$ cat config.mk
export PLATFORM = sky130hd
export DESIGN_NAME = alarm_ring_ctrl
export DESIGN_NICKNAME = d
export VERILOG_FILES = /design/src/rtl/alarm_ring_ctrl_pkg.sv /design/src/rtl/alarm_ring_ctrl_tick_sec_counter.sv /design/src/rtl/alarm_ring_ctrl.sv
export SDC_FILE = /design/constraint.sdc
export NUM_CORES = 1
export LEC_CHECK = 0
export BUFFER_PORTS_ARGS = -buffer_cell sky130_fd_sc_hd__buf_4
export CORE_ASPECT_RATIO = 0.5
export CORE_MARGIN = 8
export CORE_UTILIZATION = 43
export CTS_CLUSTER_DIAMETER = 100
export DETAILED_ROUTE_END_ITERATION = 6
export PLACE_DENSITY = 0.85
export SYNTH_ARGS = -nofsm -noshare
export SYNTH_HDL_FRONTEND = slang
export SYNTH_SLANG_ARGS = --single-unit
$ cat constraint.sdc
create_clock -name clk_sys -period 1.7 [get_ports clk_sys]
set_input_delay 0.17 -clock clk_sys [delete_from_list [all_inputs] [get_ports clk_sys]]
set_output_delay 0.17 -clock clk_sys [all_outputs]
set_load 0.01 [all_outputs]
$ cat src/rtl/alarm_ring_ctrl_pkg.sv
// ============================================================================
// alarm_ring_ctrl_pkg : shared types and constants for the alarm ring sequencer
// Rev 1.0 - initial release
// ============================================================================
`default_nettype none

package alarm_ring_ctrl_pkg;

    localparam int TIME_W    = 20;
    localparam int SNZ_CNT_W = 2;

    typedef enum logic [1:0] {
        ST_IDLE    = 2'b00,
        ST_ARMED   = 2'b01,
        ST_RINGING = 2'b10,
        ST_SNOOZE  = 2'b11
    } state_t;

endpackage

`default_nettype wire

$ cat src/rtl/alarm_ring_ctrl_tick_sec_counter.sv
// ============================================================================
// alarm_ring_ctrl_tick_sec_counter : counts 1 Hz ticks up to LIMIT-1, flags the last one
// Rev 1.0 - initial release
// ============================================================================
`default_nettype none

module alarm_ring_ctrl_tick_sec_counter #(
    parameter int LIMIT = 60,
    parameter int CNT_W = 9
) (
    input  logic clk_sys,
    input  logic rst,
    input  logic clear,
    input  logic tick,
    output logic done
);

    localparam logic [CNT_W-1:0] C_LAST = CNT_W'(LIMIT - 1);

    logic [CNT_W-1:0] r_count;

    always_ff @(posedge clk_sys) begin
        if (rst || clear) begin
            r_count <= '0;
        end else if (tick) begin
            // Return to zero on the final tick so the count never passes LIMIT-1.
            if (r_count == C_LAST) begin
                r_count <= '0;
            end else begin
                r_count <= r_count + CNT_W'(1);
            end
        end
    end

    assign done = tick && (r_count == C_LAST);

endmodule

`default_nettype wire

$ cat src/rtl/alarm_ring_ctrl.sv
// ============================================================================
// alarm_ring_ctrl : alarm match detection, ring/snooze/timeout sequencing
// Rev 1.0 - initial release
// ============================================================================
`default_nettype none

module alarm_ring_ctrl
    import alarm_ring_ctrl_pkg::*;
#(
    parameter int RING_SECS   = 60,
    parameter int SNOOZE_SECS = 300,
    parameter int MAX_SNOOZE  = 3,
    parameter int CNT_W       = 9
) (
    input  logic                  clk_sys,
    input  logic                  rst,
    input  logic                  tick_1hz,
    input  logic [TIME_W-1:0]     now_time,
    input  logic [TIME_W-1:0]     alarm_time,
    input  logic                  alarm_en,
    input  logic                  cfg_busy,
    input  logic                  btn_snooze,
    input  logic                  btn_stop,
    output logic                  ring,
    output logic                  snoozing,
    output logic [SNZ_CNT_W-1:0]  snooze_cnt,
    output logic                  missed,
    output logic [1:0]            state_o
);

    localparam logic [SNZ_CNT_W-1:0] C_MAX_SNOOZE = SNZ_CNT_W'(MAX_SNOOZE);

    state_t               r_state;
    state_t               w_next_state;
    logic [SNZ_CNT_W-1:0] r_snooze_cnt;
    logic [SNZ_CNT_W-1:0] w_next_snooze_cnt;
    logic                 r_missed;
    logic                 w_next_missed;
    logic                 r_eq_prev;

    logic w_time_eq;
    logic w_match_evt;
    logic w_can_snooze;
    logic w_ring_tick;
    logic w_snz_tick;
    logic w_ring_done;
    logic w_snz_done;

    // History tracks raw equality, so an alarm edited onto the current time
    // while cfg_busy is up is already "old" when editing ends and cannot fire.
    assign w_time_eq    = (now_time == alarm_time);
    assign w_match_evt  = w_time_eq && !cfg_busy && !r_eq_prev;
    assign w_can_snooze = (r_snooze_cnt < C_MAX_SNOOZE);

    // A tick only advances a timer when no higher-priority action consumes the cycle.
    assign w_ring_tick = alarm_en && (r_state == ST_RINGING) && tick_1hz && !btn_stop
                         && !(btn_snooze && w_can_snooze);
    assign w_snz_tick  = alarm_en && (r_state == ST_SNOOZE) && tick_1hz && !btn_stop;

    alarm_ring_ctrl_tick_sec_counter #(
        .LIMIT (RING_SECS),
        .CNT_W (CNT_W)
    ) u_ring_timer (
        .clk_sys (clk_sys),
        .rst     (rst),
        .clear   (r_state != ST_RINGING),
        .tick    (w_ring_tick),
        .done    (w_ring_done)
    );

    alarm_ring_ctrl_tick_sec_counter #(
        .LIMIT (SNOOZE_SECS),
        .CNT_W (CNT_W)
    ) u_snooze_timer (
        .clk_sys (clk_sys),
        .rst     (rst),
        .clear   (r_state != ST_SNOOZE),
        .tick    (w_snz_tick),
        .done    (w_snz_done)
    );

    always_ff @(posedge clk_sys) begin
        if (rst) begin
            r_state      <= ST_IDLE;
            r_snooze_cnt <= '0;
            r_missed     <= 1'b0;
            r_eq_prev    <= 1'b0;
        end else begin
            r_state      <= w_next_state;
            r_snooze_cnt <= w_next_snooze_cnt;
            r_missed     <= w_next_missed;
            r_eq_prev    <= w_time_eq;
        end
    end

    always_comb begin
        w_next_state      = r_state;
        w_next_snooze_cnt = r_snooze_cnt;
        w_next_missed     = 1'b0;
        if (!alarm_en) begin
            w_next_state      = ST_IDLE;
            w_next_snooze_cnt = '0;
        end else begin
            case (r_state)
                ST_IDLE: begin
                    w_next_state = ST_ARMED;
                end
                ST_ARMED: begin
                    if (w_match_evt) begin
                        w_next_state      = ST_RINGING;
                        w_next_snooze_cnt = '0;
                    end
                end
                ST_RINGING: begin
                    if (btn_stop) begin
                        w_next_state      = ST_ARMED;
                        w_next_snooze_cnt = '0;
                    end else if (btn_snooze && w_can_snooze) begin
                        w_next_state      = ST_SNOOZE;
                        w_next_snooze_cnt = r_snooze_cnt + SNZ_CNT_W'(1);
                    end else if (w_ring_done) begin
                        w_next_state      = ST_ARMED;
                        w_next_snooze_cnt = '0;
                        w_next_missed     = 1'b1;
                    end
                end
                ST_SNOOZE: begin
                    if (btn_stop) begin
                        w_next_state      = ST_ARMED;
                        w_next_snooze_cnt = '0;
                    end else if (w_snz_done) begin
                        w_next_state = ST_RINGING;
                    end
                end
                default: begin
                    w_next_state = ST_IDLE;
                end
            endcase
        end
    end

    assign ring       = (r_state == ST_RINGING);
    assign snoozing   = (r_state == ST_SNOOZE);
    assign snooze_cnt = r_snooze_cnt;
    assign missed     = r_missed;
    assign state_o    = r_state;

endmodule

`default_nettype wire

# ---- After elaboration in Yosys (flattened, before gate mapping)
# Cells that the tools add are included.
# W data, S select, Z words.
dict set report word_totals {
  register_bits 24
  elab_cells 64
  inputBits 47
}
dict set report op_classes {
  n_reduce_logical 24
  n_bitwise 2
  muxes 16
  n_addsub 3
  order_cmp 1
  n_eq_ne 12
}
# cell count
set op_table {}
lappend op_table {{$mux W2} 11}
lappend op_table {{$eq A20 B20 Y1} 1}
lappend op_table {{$add A9 B1 Y9 const B} 2}
lappend op_table {{$mux W9} 2}
lappend op_table {{$logic_and A1 B1 Y1} 12}
lappend op_table {{$eq A9 B6 Y1 const B} 1}
lappend op_table {{$eq A9 B9 Y1 const B} 1}
lappend op_table {{$ne A2 B2 Y1 const B} 4}
lappend op_table {{$pmux W2 S4} 1}
lappend op_table {{$pmux W2 S3} 1}
lappend op_table {{$reduce_or A5 Y1} 1}
lappend op_table {{$eq A2 B2 Y1 const B} 2}
lappend op_table {{$logic_not A1 Y1} 4}
lappend op_table {{$ne A4 B2 Y1 const B} 1}
lappend op_table {{$reduce_and A4 Y1} 1}
lappend op_table {{$ne A3 B2 Y1 const B} 1}
lappend op_table {{$reduce_and A3 Y1} 1}
lappend op_table {{$reduce_bool A3 Y1} 1}
lappend op_table {{$add A2 B1 Y2 const B} 1}
lappend op_table {{$eq A2 B1 Y1 const B} 1}
lappend op_table {{$logic_not A2 Y1} 1}
lappend op_table {{$logic_or A1 B1 Y1} 2}
lappend op_table {{$lt A2 B2 Y1 const B} 1}
lappend op_table {{$not A1 Y1} 2}
lappend op_table {{2 further kinds} 2}

# ---- Longest topological paths before layout
dict set report depth {
  depth_word 10
  depth_mapped 7
  ltp_nobuf 6
}

# ---- Hierarchy
# Synthesis repeated with hierarchy kept, for this count alone.
dict set report hier_totals {
  hier_cells 183
  hier_area_um2 1546.5
}
# module cells_each area_per_inst_um2 n_inst seq_area_each_um2
set modules_own_cells {}
lappend modules_own_cells {alarm_ring_ctrl 77 594.3 1 120.1}
lappend modules_own_cells {{alarm_ring_ctrl_tick_sec_counter (u_ring_timer)} 53 476.7 1 180.2}
lappend modules_own_cells {{alarm_ring_ctrl_tick_sec_counter (u_snooze_timer)} 53 475.5 1 180.2}

# ---- Least setup slack after synthesis
# No wires, ideal clock.
dict set report synth_timing {
  kind {register -> register}
  start {register r_snooze_cnt[0], in the netlist snooze_cnt[0]}
  end {register u_ring_timer.r_count[6]}
  path_stages_with_launch 7
  arrival_time_ps 1860
  period_less_slack_ps 1930
  setup_time_ps 70
  required_time_ps 1630
  slack_ps -230
  path_cell_list {dfxtp_1 ha_1 and2b_2 or4_4 buf_6 or3_1 a21oi_1}
}
dict set report synth_between {
  elab_chain_len 4
}
# element line
set synth_rtl {}
lappend synth_rtl {{start: declaration} alarm_ring_ctrl.sv:35} ;# logic [SNZ_CNT_W-1:0] r_snooze_cnt;
lappend synth_rtl {{start signal: assignment} alarm_ring_ctrl.sv:90} ;# r_snooze_cnt <= w_next_snooze_cnt;
lappend synth_rtl {{$lt A2 B2 Y1} alarm_ring_ctrl.sv:53} ;# assign w_can_snooze = (r_snooze_cnt < C_MAX_SNOOZE);
lappend synth_rtl {{$logic_and A1 B1 Y1} alarm_ring_ctrl.sv:57} ;# && !(btn_snooze && w_can_snooze);
lappend synth_rtl {{$logic_not A1 Y1} alarm_ring_ctrl.sv:57}
lappend synth_rtl {{$logic_and A1 B1 Y1} alarm_ring_ctrl.sv:57}
lappend synth_rtl {{end signal: assignment} alarm_ring_ctrl_tick_sec_counter.sv:30} ;# r_count <= r_count + CNT_W'(1);
lappend synth_rtl {{end: declaration} alarm_ring_ctrl_tick_sec_counter.sv:20} ;# logic [CNT_W-1:0] r_count;
# No other way between the ends.
# A chain may end at the register's enable or synchronous reset.

# ---- Final worst setup path
dict set report layout_timing {
  start {register r_snooze_cnt[0], in the netlist snooze_cnt[0]}
  end {register u_ring_timer.r_count[3]}
}
# The elaborated chain is that of the path after synthesis.

==> results.json <==
{
  "synthesis.nets": 213,
  "slew_violations": 0,
  "violations": "negative setup slack",
  "first_pass_iters": 4,
  "cts.sinks": 24,
  "power_leakage_nw": 0.882,
  "hpwlAfterDp_mm": 2.98,
  "final_hold_viol_count": 0,
  "clock_path_buffers": 2,
  "period_share": 1.09,
  "hold_class": "in -> reg",
  "cts_hold_buffers": 0,
  "synthFlopType": "dfxtp_1",
  "layout_min_cycle_time_ns": 1.86,
  "rsz0062_at_grt": "yes",
  "worstPathRequired_ns": 1.91,
  "ys_seq_area_frac": 0.344,
  "syn-cell-area_um2": 1400,
  "drtIter0Drc": 69,
  "path_delay_family": "simple AND/OR/NAND/NOR gates",
  "path_class": "reg -> reg",
  "synth_edf_count": 0,
  "fillers": 249,
  "vias": 1415,
  "start_kind": "flop",
  "cts_max_level": 1,
  "grt_max_degree": 14,
  "ys_warn_count": 0,
  "seq_area_um2": 488,
  "synth.distinct_cells": 36,
  "worst_slew_pin_slew_ns": 0.466,
  "final_cells": 270,
  "setup_ws_ns": -0.158,
  "dieHeight_um": 56.3,
  "cts_buffers": 3,
  "ir_worst_vdd_v": 0.000394,
  "fin_area_um2": 2030,
  "synthCells": 163,
  "syn_avg_cell_area_um2": 8.56,
  "cts_root_buf": "clkbuf_8",
  "cp_max_fo": 7,
  "io_pins": 54,
  "grt_usage": 0.136,
  "clock_latency_ns": 0.27,
  "path_clk_slew_ns": 0.09,
  "gp_congestion": 0.874,
  "row_count": 14,
  "placed_area_um2": 1950,
  "diodes": 0,
  "cts_tree": "built",
  "start_util": 0.458,
  "worstPathCellList": "ha_4 > and2b_2 > or4_4 > buf_6 > or3_4 > a21oi_2",
  "slew-limit-headroom": 0.688,
  "cts_setup_buffers": 0,
  "ant_nets": 0,
  "fp.dieW_um": 96.6,
  "areaGrowthSynthToFinish_pct": 45.7,
  "grt_pass1_vias": 1467,
  "io_buffers": 53,
  "cap_viol_max_count": 0,
  "grt_antenna_before_repair": 0,
  "final_layout_size_suffix_gt1_frac": 0.387,
  "routedWlPerCell_um": 13.6,
  "multiInputGateArea_um2": 936,
  "crit_slowest_cell": "or4_4",
  "ys_ff_latch": 24,
  "crit_path_end_kind": "flop",
  "fin_skew_ns": 0.00829,
  "status": "finished with violations",
  "finalSetupViolCount": 8,
  "routed_wl_mm": 3.68,
  "fmax_mhz": 538,
  "crit_buf_inv": 1,
  "core_um2": 3050,
  "fp.dieArea_um2": 5430,
  "dp.cells": 266,
  "drc_errors": 0,
  "power_w": 0.00107,
  "grt_pass1_wl_mm": 6.12,
  "power.density_nw_per_um2": 528,
  "nNetsFinal": 281,
  "arrival_ns": 2.07,
  "grt-ovfl-total": 0,
  "synth_async_sr_flop_share": 0,
  "slowest_delay_ns": 0.51,
  "detail_route.vias_per_cell": 5.24
}
[cell type report]
cell class | count | share of cell area
multi-input combinational | 132 | 0.460
timing repair buffer | 66 | 0.246
sequential | 24 | 0.240
tap | 40 | 0.0246
clock buffer | 3 | 0.0203
inverter | 4 | 0.00738
clock inverter | 1 | 0.00185
[worst register-to-register path: cells and delay by family, from the launching register on]
| kind | cells | cell delay [ns] |
|---|---|---|
| buffers and inverters | 1 | 0.15 |
| AO/OA/AOI/OAI | 1 | 0.13 |
| AND/OR/NAND/NOR | 3 | 1.05 |
| flip-flops | 1 | 0.37 |
| adder cells (fa/ha/maj) | 1 | 0.11 |
[per-stage QoR]
step / TNS [ns] / util / setup slack (ns) / hold WS, ns
2_1_floorplan: -0.719 / - / -0.137 / 0.242
3_3_place_gp: -0.489 / 0.639 / -0.111 / 0.369
3_5_place_dp: -0.665 / 0.639 / -0.138 / 0.370
4_1_cts: -0.644 / 0.658 / -0.141 / 0.0894
5_1_grt: -1.03 / 0.667 / -0.200 / 0.0864
6_report: -0.575 / 0.667 / -0.158 / 0.0992
[layer usage]
| metal | share of wire | GRT usage | up-vias |
|---|---|---|---|
| met5 | 0 | 0 | - |
| met4 | 0.010 | 0.0534 | 0 |
| met3 | 0.037 | 0.0265 | 4 |
| met2 | 0.55 | 0.254 | 35 |
| met1 | 0.41 | 0.146 | 664 |
| li1 | - | - | 712 |
[synthesized netlist by cell type, types with 5 or more instances]
cell,count,share of area
dfxtp_1,24,0.34
nor3_1,6,0.022
xor2_1,28,0.18
nand3_1,10,0.036
nor2_1,18,0.048
nor4_1,6,0.027
xnor2_1,5,0.031
nand2_1,10,0.027
and3_1,8,0.036
[worst paths after layout]
check | startpoint | endpoint | slack, ns | cells past startpoint
setup reg to reg | snooze_cnt[0] | u_ring_timer.r_count[3] | -0.16 | 6
hold / removal | rst | r_eq_prev | 0.1 | 2
hold reg to reg | u_ring_timer.r_count[6] | u_ring_timer.r_count[6] | 0.54 | 2
setup / recovery | snooze_cnt[0] | u_ring_timer.r_count[3] | -0.16 | 6
[report_power, final]
group	internal [W]	switching, W	total [W]
clock network	0.000162	0.000181	0.000343
logic	0.000107	0.0000627	0.000170
registers	0.000560	0.00000100	0.000561
total	0.000829	0.000245	0.00107
[layout by cell type (no fill, tap or decap), types with 3 or more instances in the layout]
master	synthesis	final
buf_4	1	65
inv_1	4	4
or3_4	0	3
o21ai_0	4	4
nand3_1	10	10
nand2_1	10	10
xnor2_1	5	5
nor4_1	6	6
nor3_1	6	3
xor2_1	28	28
nand4_1	4	4
nor3_2	0	3
and3_1	8	8
nor2_1	18	18
dfxtp_1	24	22
clkbuf_8	0	3
[repair_timing]
item,4_1_cts,5_1_grt
endpoints found under the setup margin,8,16
gates resized for setup,3,6
pin swaps,3,2
[sequential cells by signal, indices dropped and copies added (netlist names)]
register                count
missed                      1
u_ring_timer.r_count        9
snooze_cnt                  2
r_eq_prev                   1
u_snooze_timer.r_count      9
state_o                     2
[kinds of logic (layout without fill, tap and decap cells)]
| group | after synthesis | count (layout) | share of synthesized area |
|---|---|---|---|
| simple gates | 77 | 77 | 0.301 |
| compound gates | 17 | 17 | 0.0789 |
| flops | 24 | 24 | 0.344 |
| mux | 2 | 2 | 0.0144 |
| buf+inv | 7 | 74 | 0.0269 |
| fa+ha+maj | 3 | 3 | 0.0269 |
| xor+xnor | 33 | 33 | 0.207 |
Note: power is estimated with default switching activity, not from simulation.
